`config.mk`:
```
export PLATFORM = sky130hd
export DESIGN_NAME = axil_mem_arbiter_flat
export DESIGN_NICKNAME = d
export VERILOG_FILES = /design/src/rtl/mem_arb_pkg.sv /design/src/rtl/axil_interface_if.sv /design/src/rtl/axil_arb_pick2.sv /design/src/rtl/axil_mem_arbiter.sv /design/src/flat_wrapper.sv
export SDC_FILE = /design/constraint.sdc
export NUM_CORES = 1
export LEC_CHECK = 0
export BUFFER_PORTS_ARGS = -buffer_cell sky130_fd_sc_hd__buf_4
export CORE_AREA = 2 2 325 327
export CTS_BUF_LIST = sky130_fd_sc_hd__clkbuf_4 sky130_fd_sc_hd__clkbuf_8
export CTS_CLUSTER_DIAMETER = 30
export DETAILED_ROUTE_END_ITERATION = 8
export DIE_AREA = 0 0 327 329
export PLACE_DENSITY = 0.3
export SLEW_MARGIN = 30
export SYNTH_ARGS = -nofsm -noshare
export SYNTH_HDL_FRONTEND = slang
export SYNTH_HIERARCHICAL = 1
export SYNTH_SLANG_ARGS = --single-unit
```
`constraint.sdc`:
```
create_clock -name clk -period 2.35 [get_ports clk]
set_input_delay 0.3525 -clock clk [delete_from_list [all_inputs] [get_ports clk]]
set_output_delay 0.3525 -clock clk [all_outputs]
set_load 0.05 [all_outputs]
```
`src/rtl/mem_arb_pkg.sv`:
```
// Shared types for the two-master AXI-Lite memory arbiter.
// Pure declarations: no latency, no flow control of its own.
package mem_arb_pkg;

    typedef enum logic {
        M0 = 1'b0,
        M1 = 1'b1
    } master_id_e;

    typedef enum logic [1:0] {
        RD_IDLE = 2'd0,
        RD_ADDR = 2'd1,
        RD_DATA = 2'd2
    } rd_state_e;

    typedef enum logic [1:0] {
        WR_IDLE = 2'd0,
        WR_ADDR = 2'd1,
        WR_RESP = 2'd2
    } wr_state_e;

endpackage

```
`src/rtl/axil_interface_if.sv`:
```
// AXI-Lite bundle split into read and write modports for each side of the link.
// Wires only: no latency; standard valid/ready on every channel.
interface axil_interface_if #(
    parameter int ADDR_WIDTH = 64,
    parameter int DATA_WIDTH = 64
);
    logic [ADDR_WIDTH-1:0]   araddr;
    logic                    arvalid;
    logic                    arready;
    logic [DATA_WIDTH-1:0]   rdata;
    logic [1:0]              rresp;
    logic                    rvalid;
    logic                    rready;
    logic [ADDR_WIDTH-1:0]   awaddr;
    logic                    awvalid;
    logic                    awready;
    logic [DATA_WIDTH-1:0]   wdata;
    logic [DATA_WIDTH/8-1:0] wstrb;
    logic                    wvalid;
    logic                    wready;
    logic [1:0]              bresp;
    logic                    bvalid;
    logic                    bready;

    modport rd_slv (input  araddr, arvalid, rready,
                    output arready, rdata, rresp, rvalid);
    modport rd_mst (output araddr, arvalid, rready,
                    input  arready, rdata, rresp, rvalid);
    modport wr_slv (input  awaddr, awvalid, wdata, wstrb, wvalid, bready,
                    output awready, wready, bresp, bvalid);
    modport wr_mst (output awaddr, awvalid, wdata, wstrb, wvalid, bready,
                    input  awready, wready, bresp, bvalid);
endinterface

```
`src/rtl/axil_arb_pick2.sv`:
```
// Two-requester winner select; round-robin pointer when AXIL_ARB_ROUND_ROBIN_EN, else m0 wins ties.
// Combinational select; pointer moves on the grant cycle only, no backpressure.
module axil_arb_pick2
    import mem_arb_pkg::*;
(
    input  logic       clk,
    input  logic       rst_n,
    input  logic       req0_i,
    input  logic       req1_i,
    input  logic       grant_i,
    output master_id_e winner_o
);

`ifdef AXIL_ARB_ROUND_ROBIN_EN
    // prio_q names the master that wins the next tie
    master_id_e prio_q, prio_d;

    always_comb begin
        if (req0_i && req1_i) winner_o = prio_q;
        else if (req1_i)      winner_o = M1;
        else                  winner_o = M0;
    end

    always_comb begin
        prio_d = prio_q;
        if (grant_i && (req0_i || req1_i))
            prio_d = (winner_o == M0) ? M1 : M0;
    end

    always_ff @(posedge clk or negedge rst_n) begin
        if (!rst_n) prio_q <= M0;
        else        prio_q <= prio_d;
    end
`else
    logic unused_pick;
    assign unused_pick = ^{clk, rst_n, grant_i};

    always_comb begin
        if (req0_i)      winner_o = M0;
        else if (req1_i) winner_o = M1;
        else             winner_o = M0;
    end
`endif

endmodule

```
`src/rtl/axil_mem_arbiter.sv`:
```
// Shares one AXI-Lite memory port between m0 (data) and m1 (fetch); read and write arbitrated independently.
// 1-cycle arbitration then combinational passthrough; grant held until response handshake. AXIL_ARB_ROUND_ROBIN_EN selects round-robin.
module axil_mem_arbiter
    import mem_arb_pkg::*;
#(
    parameter int ADDR_WIDTH = 64,
    parameter int DATA_WIDTH = 64
) (
    input  logic              clk,
    input  logic              rst_n,
    axil_interface_if.rd_slv  m0_read,
    axil_interface_if.wr_slv  m0_write,
    axil_interface_if.rd_slv  m1_read,
    axil_interface_if.wr_slv  m1_write,
    axil_interface_if.rd_mst  mem_read,
    axil_interface_if.wr_mst  mem_write
);

    rd_state_e  rd_state_q, rd_state_d;
    master_id_e rd_grant_q, rd_grant_d, rd_winner;
    wr_state_e  wr_state_q, wr_state_d;
    master_id_e wr_grant_q, wr_grant_d, wr_winner;
    logic       aw_done_q, aw_done_d, w_done_q, w_done_d;

    logic [ADDR_WIDTH-1:0]   sel_araddr, sel_awaddr;
    logic [DATA_WIDTH-1:0]   sel_wdata;
    logic [DATA_WIDTH/8-1:0] sel_wstrb;
    logic sel_arvalid, sel_rready, sel_awvalid, sel_wvalid, sel_bready;
    logic rd_ar_hs, rd_r_hs, wr_aw_hs, wr_w_hs, wr_b_hs;

    axil_arb_pick2 u_rd_pick (
        .clk(clk), .rst_n(rst_n),
        .req0_i(m0_read.arvalid), .req1_i(m1_read.arvalid),
        .grant_i(rd_state_q == RD_IDLE), .winner_o(rd_winner)
    );

    axil_arb_pick2 u_wr_pick (
        .clk(clk), .rst_n(rst_n),
        .req0_i(m0_write.awvalid || m0_write.wvalid),
        .req1_i(m1_write.awvalid || m1_write.wvalid),
        .grant_i(wr_state_q == WR_IDLE), .winner_o(wr_winner)
    );

    always_comb begin
        sel_araddr  = (rd_grant_q == M1) ? m1_read.araddr   : m0_read.araddr;
        sel_arvalid = (rd_grant_q == M1) ? m1_read.arvalid  : m0_read.arvalid;
        sel_rready  = (rd_grant_q == M1) ? m1_read.rready   : m0_read.rready;
        sel_awaddr  = (wr_grant_q == M1) ? m1_write.awaddr  : m0_write.awaddr;
        sel_awvalid = (wr_grant_q == M1) ? m1_write.awvalid : m0_write.awvalid;
        sel_wdata   = (wr_grant_q == M1) ? m1_write.wdata   : m0_write.wdata;
        sel_wstrb   = (wr_grant_q == M1) ? m1_write.wstrb   : m0_write.wstrb;
        sel_wvalid  = (wr_grant_q == M1) ? m1_write.wvalid  : m0_write.wvalid;
        sel_bready  = (wr_grant_q == M1) ? m1_write.bready  : m0_write.bready;
    end

    assign rd_ar_hs = (rd_state_q == RD_ADDR) && sel_arvalid && mem_read.arready;
    assign rd_r_hs  = (rd_state_q == RD_DATA) && mem_read.rvalid && sel_rready;
    assign wr_aw_hs = (wr_state_q == WR_ADDR) && !aw_done_q && sel_awvalid && mem_write.awready;
    assign wr_w_hs  = (wr_state_q == WR_ADDR) && !w_done_q && sel_wvalid && mem_write.wready;
    assign wr_b_hs  = (wr_state_q == WR_RESP) && mem_write.bvalid && sel_bready;

    always_ff @(posedge clk or negedge rst_n) begin
        if (!rst_n) begin
            rd_state_q <= RD_IDLE;
            rd_grant_q <= M0;
            wr_state_q <= WR_IDLE;
            wr_grant_q <= M0;
            aw_done_q  <= 1'b0;
            w_done_q   <= 1'b0;
        end else begin
            rd_state_q <= rd_state_d;
            rd_grant_q <= rd_grant_d;
            wr_state_q <= wr_state_d;
            wr_grant_q <= wr_grant_d;
            aw_done_q  <= aw_done_d;
            w_done_q   <= w_done_d;
        end
    end

    always_comb begin
        rd_state_d = rd_state_q;
        rd_grant_d = rd_grant_q;
        case (rd_state_q)
            RD_IDLE: if (m0_read.arvalid || m1_read.arvalid) begin
                rd_state_d = RD_ADDR;
                rd_grant_d = rd_winner;
            end
            RD_ADDR: if (rd_ar_hs) rd_state_d = RD_DATA;
            RD_DATA: if (rd_r_hs)  rd_state_d = RD_IDLE;
            default: rd_state_d = RD_IDLE;
        endcase
    end

    always_comb begin
        mem_read.araddr  = '0;
        mem_read.arvalid = 1'b0;
        mem_read.rready  = 1'b0;
        m0_read.arready  = 1'b0;
        m0_read.rdata    = '0;
        m0_read.rresp    = '0;
        m0_read.rvalid   = 1'b0;
        m1_read.arready  = 1'b0;
        m1_read.rdata    = '0;
        m1_read.rresp    = '0;
        m1_read.rvalid   = 1'b0;
        if (rd_state_q == RD_ADDR) begin
            mem_read.araddr  = sel_araddr;
            mem_read.arvalid = sel_arvalid;
            if (rd_grant_q == M1) m1_read.arready = mem_read.arready;
            else                  m0_read.arready = mem_read.arready;
        end else if (rd_state_q == RD_DATA) begin
            mem_read.rready = sel_rready;
            if (rd_grant_q == M1) begin
                m1_read.rvalid = mem_read.rvalid;
                m1_read.rdata  = mem_read.rdata;
                m1_read.rresp  = mem_read.rresp;
            end else begin
                m0_read.rvalid = mem_read.rvalid;
                m0_read.rdata  = mem_read.rdata;
                m0_read.rresp  = mem_read.rresp;
            end
        end
    end

    // AW and W complete in either order; the sticky flags remember which is done
    always_comb begin
        wr_state_d = wr_state_q;
        wr_grant_d = wr_grant_q;
        aw_done_d  = aw_done_q;
        w_done_d   = w_done_q;
        case (wr_state_q)
            WR_IDLE: if (m0_write.awvalid || m0_write.wvalid ||
                         m1_write.awvalid || m1_write.wvalid) begin
                wr_state_d = WR_ADDR;
                wr_grant_d = wr_winner;
            end
            WR_ADDR: begin
                aw_done_d = aw_done_q || wr_aw_hs;
                w_done_d  = w_done_q || wr_w_hs;
                if (aw_done_d && w_done_d) wr_state_d = WR_RESP;
            end
            WR_RESP: if (wr_b_hs) begin
                wr_state_d = WR_IDLE;
                aw_done_d  = 1'b0;
                w_done_d   = 1'b0;
            end
            default: wr_state_d = WR_IDLE;
        endcase
    end

    always_comb begin
        mem_write.awaddr  = '0;
        mem_write.awvalid = 1'b0;
        mem_write.wdata   = '0;
        mem_write.wstrb   = '0;
        mem_write.wvalid  = 1'b0;
        mem_write.bready  = 1'b0;
        m0_write.awready  = 1'b0;
        m0_write.wready   = 1'b0;
        m0_write.bresp    = '0;
        m0_write.bvalid   = 1'b0;
        m1_write.awready  = 1'b0;
        m1_write.wready   = 1'b0;
        m1_write.bresp    = '0;
        m1_write.bvalid   = 1'b0;
        if (wr_state_q == WR_ADDR) begin
            mem_write.awaddr  = sel_awaddr;
            mem_write.awvalid = sel_awvalid && !aw_done_q;
            mem_write.wdata   = sel_wdata;
            mem_write.wstrb   = sel_wstrb;
            mem_write.wvalid  = sel_wvalid && !w_done_q;
            if (wr_grant_q == M1) begin
                m1_write.awready = mem_write.awready && !aw_done_q;
                m1_write.wready  = mem_write.wready && !w_done_q;
            end else begin
                m0_write.awready = mem_write.awready && !aw_done_q;
                m0_write.wready  = mem_write.wready && !w_done_q;
            end
        end else if (wr_state_q == WR_RESP) begin
            mem_write.bready = sel_bready;
            if (wr_grant_q == M1) begin
                m1_write.bvalid = mem_write.bvalid;
                m1_write.bresp  = mem_write.bresp;
            end else begin
                m0_write.bvalid = mem_write.bvalid;
                m0_write.bresp  = mem_write.bresp;
            end
        end
    end

endmodule

```
`src/flat_wrapper.sv`:
```
// flat-port wrapper written by rule: the top's interface ports become plain ports
module axil_mem_arbiter_flat import mem_arb_pkg::*;
#(
    parameter int ADDR_WIDTH = 64,
    parameter int DATA_WIDTH = 64
)
  (clk, rst_n, m0_read_araddr, m0_read_arvalid, m0_read_rready, m0_read_arready, m0_read_rdata, m0_read_rresp, m0_read_rvalid, m0_write_awaddr, m0_write_awvalid, m0_write_wdata, m0_write_wstrb, m0_write_wvalid, m0_write_bready, m0_write_awready, m0_write_wready, m0_write_bresp, m0_write_bvalid, m1_read_araddr, m1_read_arvalid, m1_read_rready, m1_read_arready, m1_read_rdata, m1_read_rresp, m1_read_rvalid, m1_write_awaddr, m1_write_awvalid, m1_write_wdata, m1_write_wstrb, m1_write_wvalid, m1_write_bready, m1_write_awready, m1_write_wready, m1_write_bresp, m1_write_bvalid, mem_read_araddr, mem_read_arvalid, mem_read_rready, mem_read_arready, mem_read_rdata, mem_read_rresp, mem_read_rvalid, mem_write_awaddr, mem_write_awvalid, mem_write_wdata, mem_write_wstrb, mem_write_wvalid, mem_write_bready, mem_write_awready, mem_write_wready, mem_write_bresp, mem_write_bvalid);
  axil_interface_if #(.ADDR_WIDTH(ADDR_WIDTH), .DATA_WIDTH(DATA_WIDTH)) m0_read_i ();
  axil_interface_if #(.ADDR_WIDTH(ADDR_WIDTH), .DATA_WIDTH(DATA_WIDTH)) m0_write_i ();
  axil_interface_if #(.ADDR_WIDTH(ADDR_WIDTH), .DATA_WIDTH(DATA_WIDTH)) m1_read_i ();
  axil_interface_if #(.ADDR_WIDTH(ADDR_WIDTH), .DATA_WIDTH(DATA_WIDTH)) m1_write_i ();
  axil_interface_if #(.ADDR_WIDTH(ADDR_WIDTH), .DATA_WIDTH(DATA_WIDTH)) mem_read_i ();
  axil_interface_if #(.ADDR_WIDTH(ADDR_WIDTH), .DATA_WIDTH(DATA_WIDTH)) mem_write_i ();
  input  logic clk;
  input  logic rst_n;
  input wire logic [$bits(m0_read_i.araddr)-1:0] m0_read_araddr;
  input wire logic [$bits(m0_read_i.arvalid)-1:0] m0_read_arvalid;
  input wire logic [$bits(m0_read_i.rready)-1:0] m0_read_rready;
  output wire logic [$bits(m0_read_i.arready)-1:0] m0_read_arready;
  output wire logic [$bits(m0_read_i.rdata)-1:0] m0_read_rdata;
  output wire logic [$bits(m0_read_i.rresp)-1:0] m0_read_rresp;
  output wire logic [$bits(m0_read_i.rvalid)-1:0] m0_read_rvalid;
  input wire logic [$bits(m0_write_i.awaddr)-1:0] m0_write_awaddr;
  input wire logic [$bits(m0_write_i.awvalid)-1:0] m0_write_awvalid;
  input wire logic [$bits(m0_write_i.wdata)-1:0] m0_write_wdata;
  input wire logic [$bits(m0_write_i.wstrb)-1:0] m0_write_wstrb;
  input wire logic [$bits(m0_write_i.wvalid)-1:0] m0_write_wvalid;
  input wire logic [$bits(m0_write_i.bready)-1:0] m0_write_bready;
  output wire logic [$bits(m0_write_i.awready)-1:0] m0_write_awready;
  output wire logic [$bits(m0_write_i.wready)-1:0] m0_write_wready;
  output wire logic [$bits(m0_write_i.bresp)-1:0] m0_write_bresp;
  output wire logic [$bits(m0_write_i.bvalid)-1:0] m0_write_bvalid;
  input wire logic [$bits(m1_read_i.araddr)-1:0] m1_read_araddr;
  input wire logic [$bits(m1_read_i.arvalid)-1:0] m1_read_arvalid;
  input wire logic [$bits(m1_read_i.rready)-1:0] m1_read_rready;
  output wire logic [$bits(m1_read_i.arready)-1:0] m1_read_arready;
  output wire logic [$bits(m1_read_i.rdata)-1:0] m1_read_rdata;
  output wire logic [$bits(m1_read_i.rresp)-1:0] m1_read_rresp;
  output wire logic [$bits(m1_read_i.rvalid)-1:0] m1_read_rvalid;
  input wire logic [$bits(m1_write_i.awaddr)-1:0] m1_write_awaddr;
  input wire logic [$bits(m1_write_i.awvalid)-1:0] m1_write_awvalid;
  input wire logic [$bits(m1_write_i.wdata)-1:0] m1_write_wdata;
  input wire logic [$bits(m1_write_i.wstrb)-1:0] m1_write_wstrb;
  input wire logic [$bits(m1_write_i.wvalid)-1:0] m1_write_wvalid;
  input wire logic [$bits(m1_write_i.bready)-1:0] m1_write_bready;
  output wire logic [$bits(m1_write_i.awready)-1:0] m1_write_awready;
  output wire logic [$bits(m1_write_i.wready)-1:0] m1_write_wready;
  output wire logic [$bits(m1_write_i.bresp)-1:0] m1_write_bresp;
  output wire logic [$bits(m1_write_i.bvalid)-1:0] m1_write_bvalid;
  output wire logic [$bits(mem_read_i.araddr)-1:0] mem_read_araddr;
  output wire logic [$bits(mem_read_i.arvalid)-1:0] mem_read_arvalid;
  output wire logic [$bits(mem_read_i.rready)-1:0] mem_read_rready;
  input wire logic [$bits(mem_read_i.arready)-1:0] mem_read_arready;
  input wire logic [$bits(mem_read_i.rdata)-1:0] mem_read_rdata;
  input wire logic [$bits(mem_read_i.rresp)-1:0] mem_read_rresp;
  input wire logic [$bits(mem_read_i.rvalid)-1:0] mem_read_rvalid;
  output wire logic [$bits(mem_write_i.awaddr)-1:0] mem_write_awaddr;
  output wire logic [$bits(mem_write_i.awvalid)-1:0] mem_write_awvalid;
  output wire logic [$bits(mem_write_i.wdata)-1:0] mem_write_wdata;
  output wire logic [$bits(mem_write_i.wstrb)-1:0] mem_write_wstrb;
  output wire logic [$bits(mem_write_i.wvalid)-1:0] mem_write_wvalid;
  output wire logic [$bits(mem_write_i.bready)-1:0] mem_write_bready;
  input wire logic [$bits(mem_write_i.awready)-1:0] mem_write_awready;
  input wire logic [$bits(mem_write_i.wready)-1:0] mem_write_wready;
  input wire logic [$bits(mem_write_i.bresp)-1:0] mem_write_bresp;
  input wire logic [$bits(mem_write_i.bvalid)-1:0] mem_write_bvalid;
  assign m0_read_i.araddr = m0_read_araddr;
  assign m0_read_i.arvalid = m0_read_arvalid;
  assign m0_read_i.rready = m0_read_rready;
  assign m0_read_arready = m0_read_i.arready;
  assign m0_read_rdata = m0_read_i.rdata;
  assign m0_read_rresp = m0_read_i.rresp;
  assign m0_read_rvalid = m0_read_i.rvalid;
  assign m0_write_i.awaddr = m0_write_awaddr;
  assign m0_write_i.awvalid = m0_write_awvalid;
  assign m0_write_i.wdata = m0_write_wdata;
  assign m0_write_i.wstrb = m0_write_wstrb;
  assign m0_write_i.wvalid = m0_write_wvalid;
  assign m0_write_i.bready = m0_write_bready;
  assign m0_write_awready = m0_write_i.awready;
  assign m0_write_wready = m0_write_i.wready;
  assign m0_write_bresp = m0_write_i.bresp;
  assign m0_write_bvalid = m0_write_i.bvalid;
  assign m1_read_i.araddr = m1_read_araddr;
  assign m1_read_i.arvalid = m1_read_arvalid;
  assign m1_read_i.rready = m1_read_rready;
  assign m1_read_arready = m1_read_i.arready;
  assign m1_read_rdata = m1_read_i.rdata;
  assign m1_read_rresp = m1_read_i.rresp;
  assign m1_read_rvalid = m1_read_i.rvalid;
  assign m1_write_i.awaddr = m1_write_awaddr;
  assign m1_write_i.awvalid = m1_write_awvalid;
  assign m1_write_i.wdata = m1_write_wdata;
  assign m1_write_i.wstrb = m1_write_wstrb;
  assign m1_write_i.wvalid = m1_write_wvalid;
  assign m1_write_i.bready = m1_write_bready;
  assign m1_write_awready = m1_write_i.awready;
  assign m1_write_wready = m1_write_i.wready;
  assign m1_write_bresp = m1_write_i.bresp;
  assign m1_write_bvalid = m1_write_i.bvalid;
  assign mem_read_araddr = mem_read_i.araddr;
  assign mem_read_arvalid = mem_read_i.arvalid;
  assign mem_read_rready = mem_read_i.rready;
  assign mem_read_i.arready = mem_read_arready;
  assign mem_read_i.rdata = mem_read_rdata;
  assign mem_read_i.rresp = mem_read_rresp;
  assign mem_read_i.rvalid = mem_read_rvalid;
  assign mem_write_awaddr = mem_write_i.awaddr;
  assign mem_write_awvalid = mem_write_i.awvalid;
  assign mem_write_wdata = mem_write_i.wdata;
  assign mem_write_wstrb = mem_write_i.wstrb;
  assign mem_write_wvalid = mem_write_i.wvalid;
  assign mem_write_bready = mem_write_i.bready;
  assign mem_write_i.awready = mem_write_awready;
  assign mem_write_i.wready = mem_write_wready;
  assign mem_write_i.bresp = mem_write_bresp;
  assign mem_write_i.bvalid = mem_write_bvalid;
  axil_mem_arbiter #(.ADDR_WIDTH(ADDR_WIDTH), .DATA_WIDTH(DATA_WIDTH)) u_core (.clk(clk), .rst_n(rst_n), .m0_read(m0_read_i), .m0_write(m0_write_i), .m1_read(m1_read_i), .m1_write(m1_write_i), .mem_read(mem_read_i), .mem_write(mem_write_i));
endmodule
```
# Yosys cells after proc, flatten, opt, wreduce, memory -nomap -nowiden
# Index checks and enable logic that the tools add are counted.
# word_totals
in_bits	485
rom_bits	0
ram_bits	0
word_cells	127
latchBits	0
ff_bits	8
memories	0
# op_classes
bitwise_logic	0
n_reduce_logical	34
shift	0
n_div	0
magnitude_cmp	0
eq_ne	10
multipliers	0
muxes	77
n_addsub	0
# ops
operator	count
64-bit 2-to-1 mux	12
1-bit 2-to-1 mux	41
2-bit 2-to-1 mux	18
1-bit logical AND	17
8-bit 2-to-1 mux	2
2-bit by 1-bit inequality test with 1-bit output (second input constant)	6
2-bit case mux with 3 select lines	2
1-bit logical OR	7
2-bit AND reduction	3
3-bit AND reduction	2
2-bit by 1-bit == test with 1-bit output (second input constant)	2
2-bit == test (second input constant)	2
2-bit logical NOT	2
1-bit case mux with 2 select lines	2
1-bit logical NOT	2
2-bit nonzero test	1

# Longest topological paths before layout
# logic_depth
word_depth	8
mapped_depth	6
depth_no_buf	3

# Cells and area by module
# Netlist, hierarchy kept.
# by_module_without_submodules
mod	area_each_um2	cells_each	n_inst
axil_mem_arbiter	4479.3	665	1
axil_arb_pick2	13.8	1	2

# Least setup slack after synthesis
# No wires, ideal clock.
# synth_path
path_type	register -> output
start	register u_core.wr_state_q[1]
end	output m0_write_awready
arrival_time_ps	2574
setup_slack_ps	-577
path_stages_with_launch	6
t_required_ps	1997
path_buffers	3
path_cell_list	dfrtp_1 buf_2 nand2b_1 clkbuf_1 buf_2 nor4b_1
# synth_between
elab_chain_len	2
# synth_lines
item	line	source
from (decl)	axil_mem_arbiter.sv:21	wr_state_e wr_state_q, wr_state_d;
from (signal assigned)	axil_mem_arbiter.sv:73	wr_state_q <= wr_state_d;
2-bit by 1-bit == test with 1-bit output	axil_mem_arbiter.sv:166	if (wr_state_q == WR_ADDR) begin
1-bit 2-to-1 mux	axil_mem_arbiter.sv:166	
to (decl)	flat_wrapper.sv:29	output wire logic [$bits(m0_write_i.awready)-1:0] m0_write_awready;
# No other way between the ends.

# Worst setup path in the final report
# layout_path
start	register u_core.wr_grant_q
end	output mem_write_wdata[9]
# layout_between
elab_chain_len	2
# layout_lines
item	line	source
from (decl)	axil_mem_arbiter.sv:22	master_id_e wr_grant_q, wr_grant_d, wr_winner;
from (signal assigned)	axil_mem_arbiter.sv:74	wr_grant_q <= wr_grant_d;
64-bit 2-to-1 mux	axil_mem_arbiter.sv:50	sel_wdata = (wr_grant_q == M1) ? m1_write.wdata : m0_write.wdata;
64-bit 2-to-1 mux	axil_mem_arbiter.sv:166	
to (decl)	flat_wrapper.sv:59	output wire logic [$bits(mem_write_i.wdata)-1:0] mem_write_wdata;
# No other way between the ends.

==> summary.md <==
| Metric | Value |
|---|---|
| Highest Clock Rate | `~430 MHz` |
| # port buffers | `roughly 840` |
| Vias in the first global route | `8561` |
| Arr. time, crit path | `just under 2 ns` |
| CTS Buf Count | `3` |
| Starting Density | `between 4 and 5%` |
| Synthesized area per cell | `6.76 sq um` |
| Share of layout cells above drive strength 1 | `60.7%` |
| Cell Int Power | `between 4 and 5 mW` |
| Switching Power | `approximately 11 mW` |
| Max FO, Critical Path | `50` |
| Reg2Reg Launch Point | `u_core/wr_grant_q` |
| Die width | `~330 um` |
| Run status | `finished clean` |
| Post-DR wirelength/cell | `23.7 um` |
| PD cells | `around 1300 nW/um^2` |
| CP Data Required Time | `2.00 ns` |
| Largest net degree at the start of global routing | `just over 50` |
| Cell area after layout | `12800 sq um` |
| Worst hold path class | `in -> reg` |
| Residual DRC | `0` |
| Leak pwr | `between 6 and 7 nW` |
| R2R cell count | `4` |
| Iter 0 DRT Violations | `373` |
| Yosys warning count | `6` |
| First-pass iteration count of the detailed router | `5` |
| Max Clock Skew | `0.0227 ns` |
| Tightest Pin Transition | `~0.55 ns` |
| Routed via count | `8299` |
| Placed instance area | `roughly 13000 sq um` |
| Row count | `119` |
| Syn Inst Count | `around 670` |
| Die area | `108000 sq um` |
| Net count after synthesis | `1151` |
| End of the worst register-to-register path | `u_core/aw_done_q` |
| WL final | `about 68000 um` |
| GRT overflow | `0` |
| CP endpoint kind | `primary output` |
| WHS Path Cells | `2` |
| H-tree levels | `1` |
| Global-route wire length before repair | `85300 um` |
| Area grow syn2layout | `184%` |
| Setup ws final | `approximately 0.011 ns` |
| Layout net count | `approximately 2.0k` |
| Synthesized cell area | `between 4000 and 5000 sq um` |
| Fin crit share | `99.5%` |
| Die Ht | `between 300 and 400 um` |
| Core area | `~100000 sq um` |
| Hold endpoint | `u_core/aw_done_q` |
| IO Count | `836` |
| Max Slew Vio Count | `0` |
| CTS tree | `done` |
| IR drop worst, VDD | `between 0.3 and 0.4 mV` |
| Clk slew on worst S/H paths | `0.08 ns` |
| Clock share of power | `1.3%` |
| CTS Root Cell | `clkbuf_8` |
| Global Route Usage Sum | `a little under an eighth` |
| Period minus WS final | `approximately 2.3 ns` |
| Critical path startpoint category | `flop` |
| Clock Path Buffers | `2` |
| Setup TNS | `0 ns` |
| Combinational share of power | `between 90% and 100%` |
| Switching share of power | `between 60% and 70%` |
| Dpl ws | `0.203 ns` |
| ANT nets after route | `0` |
| GP Congestion | `about 0.86` |
| Initial antenna violation count | `19` |
| Hold_sp | `mem_write_awready` |
| DP HPWL | `~63000 um` |
| Clk Latency, worst-skew pair | `about 0.28 ns` |
| Relative slew slack | `around 62%` |
| Vias/cell | `roughly 2.9` |
| CP startpoint | `u_core/wr_grant_q` |
| Final hold slack | `~0.36 ns` |
| FF-to-FF setup slack | `~0.7 ns` |
| Hold Vio Cnt, Final | `0` |
| Flop pwr share | `approximately 2%` |
| Setup-failing EPs final | `0` |
| Total of max-cap violations | `0` |
| Total design power | `roughly 16 mW` |
| Crit path kind | `reg -> out` |
| Clock sink count | `8` |
-- layout make-up --
type,instances,area (sq um)
diodes,8,20.0
clock buffers,3,41.3
fillers,12100,91600
inverters,2,7.51
multi-input cells,594,4050
flip-flops and latches,8,208
well taps,1391,1740
repair buffers,876,6720
-- routing by layer --
| layer | share of wire (%) | vias to the layer above | track usage [%] |
|---|---|---|---|
| met2 | 47 | 505 | 19.9 |
| met5 | 0.048 | - | 0 |
| met3 | 7.3 | 28 | 3.30 |
| li1 | - | 3843 | - |
| met1 | 45 | 3919 | 15.7 |
| met4 | 0.44 | 4 | 0.399 |
-- timing repair --
action | in CTS | in global routing
hold endpoints to repair | 8 | 0
endpoints found under the setup margin | 18 | 58
setup buffers | 4 | 0
cloned | 0 | 1
pin swaps | 1 | 0
gates resized for setup | 5 | 7
hold buffers | 1 | 0
-- placed cells by master, fill, tap and decap left out, types with 3 or more instances in the layout --
cell type and instances:
nand2_1 3, diode_2 8, and2_1 134, mux2i_2 8, nand2b_1 3, nor2_1 212, dfrtp_1 6, nor3_1 3
mux2i_1 195, nor2b_1 3, clkbuf_8 3, buf_12 8, buf_4 863
-- metrics by stage --
stage,utilization (%),std cells
floorplan,-,666
global placement,12.1,2865
detailed placement,12.1,2865
CTS,12.2,2873
global route,12.2,2876
finish,12.3,2882
-- worst max-delay path, cell delays in order, from the launching register on --
cell and delay [ns]:
dfrtp_4 0.49, buf_12 0.34, mux2i_1 0.55, nor2_1 0.09, buf_4 0.21
-- sequential cells by signal (all words and copies together) (netlist names) --
| signal | flops |
|---|---|
| u_core/rd_state_q | 2 |
| u_core/wr_state_q | 2 |
| u_core/aw_done_q | 1 |
| u_core/rd_grant_q | 1 |
| u_core/w_done_q | 1 |
| u_core/wr_grant_q | 1 |
-- how the worst max path moves through the flow --
stage	to	slack, ns	cells after the start
floorplan	m0_write_awready	-0.57	5
global placement	mem_write_wdata[18]	0.24	4
detailed placement	mem_write_wdata[18]	0.20	4
CTS	m1_read_rdata[25]	0.02	5
global route	mem_write_wdata[17]	-0.00004	4
finish	mem_write_wdata[9]	0.01	4
-- power by group through the flow --
| stage | registers, mW | clock network (mW) | logic (mW) |
|---|---|---|---|
| floorplan | 0.241 | 0 | 9.59 |
| global placement | 0.346 | 0 | 15.8 |
| detailed placement | 0.349 | 0 | 15.9 |
| CTS | 0.321 | 0.261 | 16.0 |
| global route | 0.350 | 0.267 | 16.4 |
| finish | 0.332 | 0.219 | 15.7 |
Note: power is estimated with default switching activity, not from simulation.
